### src/rtl/multicycle_controller.sv
// Multi-cycle RV32I control unit: FETCH/DECODE/EXEC/MEM/WB sequencing, memory wait watchdog, retired-instruction counter.
// Define ILLEGAL_TRAP_EN to park unlisted opcodes in a sticky TRAP state; otherwise they retire as NOPs.
module multicycle_controller #(
    parameter int ALUCTL_W = 4,
    parameter int WAIT_MAX = 15,
    parameter int CNT_W    = 32
) (
    input  logic                clk,
    input  logic                rst,
    input  logic [31:0]         instr,
    input  logic                mem_ready,
    input  logic                alu_zero,
    input  logic                alu_lt,
    input  logic                alu_ltu,
    output logic                ir_we,
    output logic                pc_we,
    output logic [1:0]          pc_src,
    output logic                mem_req,
    output logic                mem_we,
    output logic                reg_we,
    output logic                alu_src_b,
    output logic [1:0]          wb_sel,
    output logic [ALUCTL_W-1:0] alu_control,
    output logic [2:0]          state,
    output logic                bus_err,
    output logic                trap,
    output logic [CNT_W-1:0]    instret
);

    typedef enum logic [2:0] {
        S_FETCH  = 3'd0,
        S_DECODE = 3'd1,
        S_EXEC   = 3'd2,
        S_MEM    = 3'd3,
        S_WB     = 3'd4,
        S_TRAP   = 3'd5
    } state_t;

    localparam logic [6:0] OP_R      = 7'b0110011;
    localparam logic [6:0] OP_I      = 7'b0010011;
    localparam logic [6:0] OP_LUI    = 7'b0110111;
    localparam logic [6:0] OP_JAL    = 7'b1101111;
    localparam logic [6:0] OP_JALR   = 7'b1100111;
    localparam logic [6:0] OP_LOAD   = 7'b0000011;
    localparam logic [6:0] OP_STORE  = 7'b0100011;
    localparam logic [6:0] OP_BRANCH = 7'b1100011;

    // The watchdog fires on the wait cycle that brings the count of waits up to WAIT_MAX.
    localparam logic [7:0] WAIT_LAST = 8'(WAIT_MAX - 1);

    state_t      state_q, state_d;
    logic [7:0]  wait_cnt;
    logic [6:0]  opcode;
    logic [2:0]  funct3;
    logic        is_r, is_i, is_lui, is_jal, is_jalr, is_load, is_store, is_branch, legal;
    logic        taken;
    logic        src_b_raw;
    logic [3:0]  alu_op;
    logic        in_wait;
    logic        unused_instr_bits;

    assign opcode    = instr[6:0];
    assign funct3    = instr[14:12];
    assign is_r      = (opcode == OP_R);
    assign is_i      = (opcode == OP_I);
    assign is_lui    = (opcode == OP_LUI);
    assign is_jal    = (opcode == OP_JAL);
    assign is_jalr   = (opcode == OP_JALR);
    assign is_load   = (opcode == OP_LOAD);
    assign is_store  = (opcode == OP_STORE);
    assign is_branch = (opcode == OP_BRANCH);
    assign legal     = is_r | is_i | is_lui | is_jal | is_jalr | is_load | is_store | is_branch;
    assign in_wait   = (state_q == S_FETCH) || (state_q == S_MEM);
    assign unused_instr_bits = ^{instr[31], instr[29:15], instr[11:7]};

    function automatic logic [3:0] arith_op(input logic [2:0] f3, input logic alt);
        case (f3)
            3'b000:  arith_op = alt ? 4'b0001 : 4'b0000;
            3'b001:  arith_op = 4'b0010;
            3'b010:  arith_op = 4'b0011;
            3'b011:  arith_op = 4'b0100;
            3'b100:  arith_op = 4'b0101;
            3'b101:  arith_op = alt ? 4'b0111 : 4'b0110;
            3'b110:  arith_op = 4'b1000;
            default: arith_op = 4'b1001;
        endcase
    endfunction

    always_comb begin
        alu_op    = 4'b0000;
        src_b_raw = is_i | is_load | is_store | is_jalr | is_lui;
        if (is_r) begin
            alu_op = arith_op(funct3, instr[30]);
        end else if (is_i) begin
            // Immediate forms only use instr[30] to tell SRAI from SRLI.
            alu_op = arith_op(funct3, (funct3 == 3'b101) & instr[30]);
        end else if (is_lui) begin
            alu_op = 4'b1010;
        end else if (is_branch) begin
            case (funct3[2:1])
                2'b10:   alu_op = 4'b0011;
                2'b11:   alu_op = 4'b0100;
                default: alu_op = 4'b0001;
            endcase
        end
    end

    always_comb begin
        case (funct3)
            3'b000:  taken = alu_zero;
            3'b001:  taken = !alu_zero;
            3'b100:  taken = alu_lt;
            3'b101:  taken = !alu_lt;
            3'b110:  taken = alu_ltu;
            3'b111:  taken = !alu_ltu;
            default: taken = 1'b0;
        endcase
    end

    always_ff @(posedge clk or posedge rst) begin
        if (rst) begin
            state_q <= S_FETCH;
        end else begin
            state_q <= state_d;
        end
    end

    always_comb begin
        state_d = state_q;
        case (state_q)
            S_FETCH:  if (mem_ready) state_d = S_DECODE;
            S_DECODE: begin
                if (legal) begin
                    state_d = S_EXEC;
                end else begin
`ifdef ILLEGAL_TRAP_EN
                    state_d = S_TRAP;
`else
                    state_d = S_WB;
`endif
                end
            end
            S_EXEC: begin
                if (is_load || is_store) state_d = S_MEM;
                else if (is_branch)      state_d = S_FETCH;
                else                     state_d = S_WB;
            end
            S_MEM:    if (mem_ready) state_d = is_store ? S_FETCH : S_WB;
            S_WB:     state_d = S_FETCH;
            S_TRAP:   state_d = S_TRAP;
            default:  state_d = S_FETCH;
        endcase
    end

    always_comb begin
        ir_we       = 1'b0;
        pc_we       = 1'b0;
        pc_src      = 2'b00;
        mem_req     = 1'b0;
        mem_we      = 1'b0;
        reg_we      = 1'b0;
        wb_sel      = 2'b00;
        alu_src_b   = src_b_raw;
        alu_control = ALUCTL_W'(alu_op);
        state       = state_q;
        bus_err     = in_wait && !mem_ready && (wait_cnt == WAIT_LAST);
`ifdef ILLEGAL_TRAP_EN
        trap        = (state_q == S_TRAP);
`else
        trap        = 1'b0;
`endif
        case (state_q)
            S_FETCH: begin
                mem_req = 1'b1;
                ir_we   = mem_ready;
            end
            S_EXEC: begin
                if (is_branch) begin
                    pc_we  = 1'b1;
                    pc_src = taken ? 2'b01 : 2'b00;
                end
            end
            S_MEM: begin
                mem_req = 1'b1;
                mem_we  = is_store;
                pc_we   = is_store & mem_ready;
            end
            S_WB: begin
                // Unlisted opcodes reach WB only as NOPs: advance the PC, write nothing.
                pc_we  = 1'b1;
                reg_we = legal;
                if (is_load)              wb_sel = 2'b01;
                else if (is_jal || is_jalr) wb_sel = 2'b10;
                if (is_jal)       pc_src = 2'b01;
                else if (is_jalr) pc_src = 2'b10;
            end
            default: ;
        endcase
        if (rst) begin
            ir_we       = 1'b0;
            pc_we       = 1'b0;
            pc_src      = 2'b00;
            mem_req     = 1'b0;
            mem_we      = 1'b0;
            reg_we      = 1'b0;
            wb_sel      = 2'b00;
            alu_src_b   = 1'b0;
            alu_control = '0;
            state       = 3'd0;
            bus_err     = 1'b0;
            trap        = 1'b0;
        end
    end

    always_ff @(posedge clk or posedge rst) begin
        if (rst) begin
            wait_cnt <= 8'd0;
        end else if (!in_wait || mem_ready || bus_err) begin
            wait_cnt <= 8'd0;
        end else begin
            wait_cnt <= wait_cnt + 8'd1;
        end
    end

    always_ff @(posedge clk or posedge rst) begin
        if (rst) begin
            instret <= '0;
        end else if (pc_we) begin
            instret <= instret + 1'b1;
        end
    end

endmodule

### config.mk
export PLATFORM = sky130hd
export DESIGN_NAME = multicycle_controller
export DESIGN_NICKNAME = d
export VERILOG_FILES = /design/src/rtl/multicycle_controller.sv
export SDC_FILE = /design/constraint.sdc
export NUM_CORES = 1
export LEC_CHECK = 0
export BUFFER_PORTS_ARGS = -buffer_cell sky130_fd_sc_hd__buf_2
export CAP_MARGIN = 15
export CORE_MARGIN = 2
export CORE_UTILIZATION = 43
export CTS_CLUSTER_DIAMETER = 120
export DETAILED_ROUTE_END_ITERATION = 10
export PLACE_DENSITY = 0.69
export SYNTH_ARGS = -nofsm -noshare
export SYNTH_HDL_FRONTEND = slang
export SYNTH_SLANG_ARGS = --single-unit
export TNS_END_PERCENT = 5
### constraint.sdc
create_clock -name clk -period 4.75 [get_ports clk]
set_input_delay 0.7125 -clock clk [delete_from_list [all_inputs] [get_ports clk]]
set_output_delay 0.7125 -clock clk [all_outputs]
set_load 0.05 [all_outputs]
Word level (Yosys, flattened, before mapping)
Index checks and enable logic that the tools add are counted.
{ "op_classes": {"bitwise_logic": 13, "add_sub_neg": 2, "reduce_logical": 16, "muxes": 45, "eq_ne": 25} }
{ "op_table": {"columns": ["operator", "n"], "rows": [
  ["one-hot mux 4 bit (7 select lines)", 2],
  ["adder 32 x 1 -> 32 bit (second input constant)", 1],
  ["two-way mux 3 bit", 8],
  ["== test 7 x 6 -> 1 bit (second input constant)", 3],
  ["== test 7 bit (second input constant)", 3],
  ["== test 3 bit (second input constant)", 6],
  ["two-way mux 1 bit", 18],
  ["two-way mux 4 bit", 4],
  ["one-hot mux 3 bit (5 select lines)", 1],
  ["two-way mux 2 bit", 7],
  ["== test 3 x 2 -> 1 bit (second input constant)", 4],
  ["bitwise OR 1 bit", 11],
  ["adder 8 x 1 -> 8 bit (second input constant)", 1],
  ["== test 8 x 4 -> 1 bit (second input constant)", 1],
  ["two-way mux 8 bit", 1],
  ["== test 7 x 2 -> 1 bit (second input constant)", 1],
  ["== test 7 x 5 -> 1 bit (second input constant)", 1],
  ["== test 3 x 1 -> 1 bit (second input constant)", 2],
  ["logical NOT 3 bit", 2],
  ["one-hot mux 1 bit (6 select lines)", 1],
  ["one-hot mux 3 bit (2 select lines)", 1],
  ["logical NOT 1 bit", 5],
  ["logical OR 1 bit", 5],
  ["== test 2 bit (second input constant)", 2],
  ["7 further kinds", 10]
]} }
{ "totals": {"wordCells": 104, "regBits": 43} }

Depth between registers and ports, before layout
{ "logic_depth": {"ltp_word": 10, "ltp_mapped": 8} }

Worst setup path after synthesis
No wires, ideal clock.
{ "synth_path": {"kind": "input -> output", "startpoint": "input rst", "endpoint": "output pc_src[1]", "setup_slack_ns": 0.636, "cell_stages": 4, "path_buffers": 1, "arrival_time_ns": 3.401, "t_required_ns": 4.038, "cell_sequence": "buf_2 nor2b_1 nand2_1 nor4_1"} }
{ "synth_between": {"elab_chain_len": 1} }
{ "synth_lines": {"columns": ["item", "line", "rtl"], "rows": [
  ["start: declaration", "9", "input logic rst,"],
  ["two-way mux 2 bit", "199", "if (rst) begin"],
  ["end: declaration", "17", "output logic [1:0] pc_src,"]
]} }
Every way passes these cells.

Worst setup path after layout
{ "layout_path": {"startpoint": "input rst", "endpoint": "output pc_we"} }
{ "layout_between": {"elab_chain_len": 1} }
{ "layout_lines": {"columns": ["item", "line", "rtl"], "rows": [
  ["two-way mux 1 bit", "199", null],
  ["end: declaration", "16", "output logic pc_we,"]
]} }
Every way passes these cells.

==> flow_summary.json <==
{
  "clkTransAtPathRegs_ns": 0.08,
  "post-route-min-period_ns": 3.21,
  "die_x_um": 81.1,
  "synthArstFlopShare_pct": 100,
  "outcome": "complete, no violations",
  "start_util_pct": 43.9,
  "place_congestion": 0.798,
  "insertedDiodeCount": 0,
  "cts_buffer_depth": 2,
  "detail_route.wl_per_cell_um": 13.7,
  "cp.arrival_ns": 2.50,
  "synth.most_common_cell": "dfrtp_1",
  "drtPass1Iterations": 4,
  "synth_ff_type": "dfrtp_1",
  "fp-row-count": 28,
  "crit_type": "in2out",
  "area_growth_pct": 18.3,
  "vias": 2216,
  "fmax_ghz": 0.311,
  "synth_area_leaders": "dfrtp_1 (42%), xor2_1 (8.2%), xnor2_1 (5.8%)",
  "dieArea_um2": 6570,
  "grt_max_degree": 41,
  "fin_skew_ns": 0.00542,
  "synth_cell_types": 47,
  "crit_fanout": 22,
  "route.detailed.drc": 0,
  "grt_pass1_vias": 1987,
  "powerDensity_nw_per_um2": 339,
  "htree_levels": 2,
  "rsz0062_at_grt": "false",
  "maxCapViolCount": 0,
  "final_area_um2": 3020,
  "cts_hold_buffers": 0,
  "worstSetupStartpoint": "rst",
  "placedInstanceArea_um2": 2920,
  "timing.final.crit_share_pct": 67.7,
  "hold_viol_final": 0,
  "coreArea_um2": 5820,
  "synthesis.nets": 312,
  "synth_top_area_cell": "dfrtp_1",
  "post_cts_buffers": 0,
  "cts_root_buffer": "clkbuf_8",
  "clkLatencyLatePin_ns": 0.29,
  "vias_per_cell": 5.42,
  "synth_commonest_cells": "dfrtp_1 (43), nor2_1 (26), xor2_1 (24)",
  "grt-ovfl-total": 0,
  "ys_ff_latch": 43,
  "drt-total-wl_um": 5600,
  "ir_drop_mv": 0.216,
  "start_kind": "input port",
  "ant_nets": 0,
  "r2r-start": "state_q[2]",
  "cts_made_buffers": 5,
  "die_height_um": 81.1,
  "min_path_type": "in2async",
  "seq_area_frac_synth_pct": 42.1,
  "setup_viol": 0,
  "syn-instance-count": 271,
  "synth.avg_cell_area_um2": 9.42,
  "drt_iter0_drc": 55,
  "tritoncts": "yes",
  "post_cts_resized": 0,
  "synth_edf_count": 0,
  "grt_pass1_wl_um": 9140,
  "slew_violations": 0,
  "clkSinkCount": 43,
  "worstPathRequired_ns": 4.04,
  "synthesis.area_um2": 2550,
  "antenna_found_initial": 0,
  "yosysWarnings": 0,
  "port_buffers": 66,
  "track_usage_pct": 17.5,
  "ios": 89,
  "end_kind": "output pin",
  "drive_above_1_share_pct": 25.7,
  "setup_tns_ns": 0,
  "p_leak_nw": 1.52,
  "dp_hpwl_um": 4070,
  "synth_top_area_share_pct": 42.1,
  "final_nets": 374
}
-- where the power goes --
group,switching [W],internal (W),leakage [nW]
Clock,0.000118,0.000133,0.0515
Sequential,0.0000569,0.000397,0.585
Combinational,0.000228,0.0000911,0.881
-- logic make-up after synthesis --
family	synth area share (%)
muxes	0.392
AOI/OAI and AO/OA	6.96
adders and majority gates	1.86
DFF	42.1
and+or+nand+nor	30.6
other	0.147
buffers and inverters	3.82
xor gates and xnor gates	14.1
-- placed cells by master, fill, tap and decap left out, types with 2 or more instances in the layout --
master / n
clkbuf_8: 7
dfrtp_1: 43
xor2_1: 24
a21oi_1: 5
nor4_1: 9
xnor2_1: 17
and3_1: 8
o22ai_1: 2
buf_4: 2
nand2b_1: 2
nand2_1: 20
nor2_1: 26
nor4b_1: 3
o21bai_1: 2
buf_2: 66
nand3_1: 22
o21ai_0: 5
a31oi_1: 2
a22oi_1: 2
ha_1: 3
nor2b_1: 9
and4_1: 3
nor3_1: 10
or2_2: 3
nor4b_2: 3
nand4_1: 9
inv_1: 7
-- worst paths after layout --
check                         endpoint  slack (ns)  depth (start not counted)
max in group asynchronous  instret[23]        3.65                          3
hold / removal             wait_cnt[4]        0.39                          2
setup reg to reg           instret[26]        2.44                          6
setup / recovery                 pc_we        1.54                          7
hold reg to reg            instret[31]        0.47                          1
min in group clk           instret[31]        0.47                          1
-- metal layers --
metal  vias up  share of wire (%)  track usage, %
li1       1079                  -               -
met1      1060                 46            23.2
met2        69                 47            28.7
met3         8                6.2            3.67
met4         0                1.4            5.76
met5         -                  0               0
-- critical path, cell delays in order --
cell and delay [ns]:
buf_2 0.17, or2_2 0.34, nor4_4 0.27, a221oi_2 0.10
buf_4 0.24, inv_1 0.33, buf_2 0.34
-- stage by stage --
stage | hold WS [ns] | utilization [%] | cells | power [W] | setup WS (ns)
floorplan | 0.467 | - | 271 | 0.000707 | 0.636
global placement | 0.452 | 50.2 | 401 | 0.000776 | 1.53
detailed placement | 0.460 | 50.2 | 401 | 0.000782 | 1.53
CTS | 0.378 | 52.0 | 409 | 0.00104 | 1.53
global route | 0.384 | 52.0 | 409 | 0.00108 | 1.42
finish | 0.388 | 52.0 | 409 | 0.00102 | 1.54
-- layout make-up --
class	instances	area, µm²
Multi-Input combinational cell	208	1380
Inverter	7	26.3
Clock buffer	8	100
Fill cell	578	2790
Tap cell	75	93.8
Timing Repair Buffer	68	345
Sequential cell	43	1080
-- flip-flops by register name (all words and copies together), names as in the netlist --
name,flops
wait_cnt,8
instret,32
state_q,3
Power figures use the tool's default switching activity.
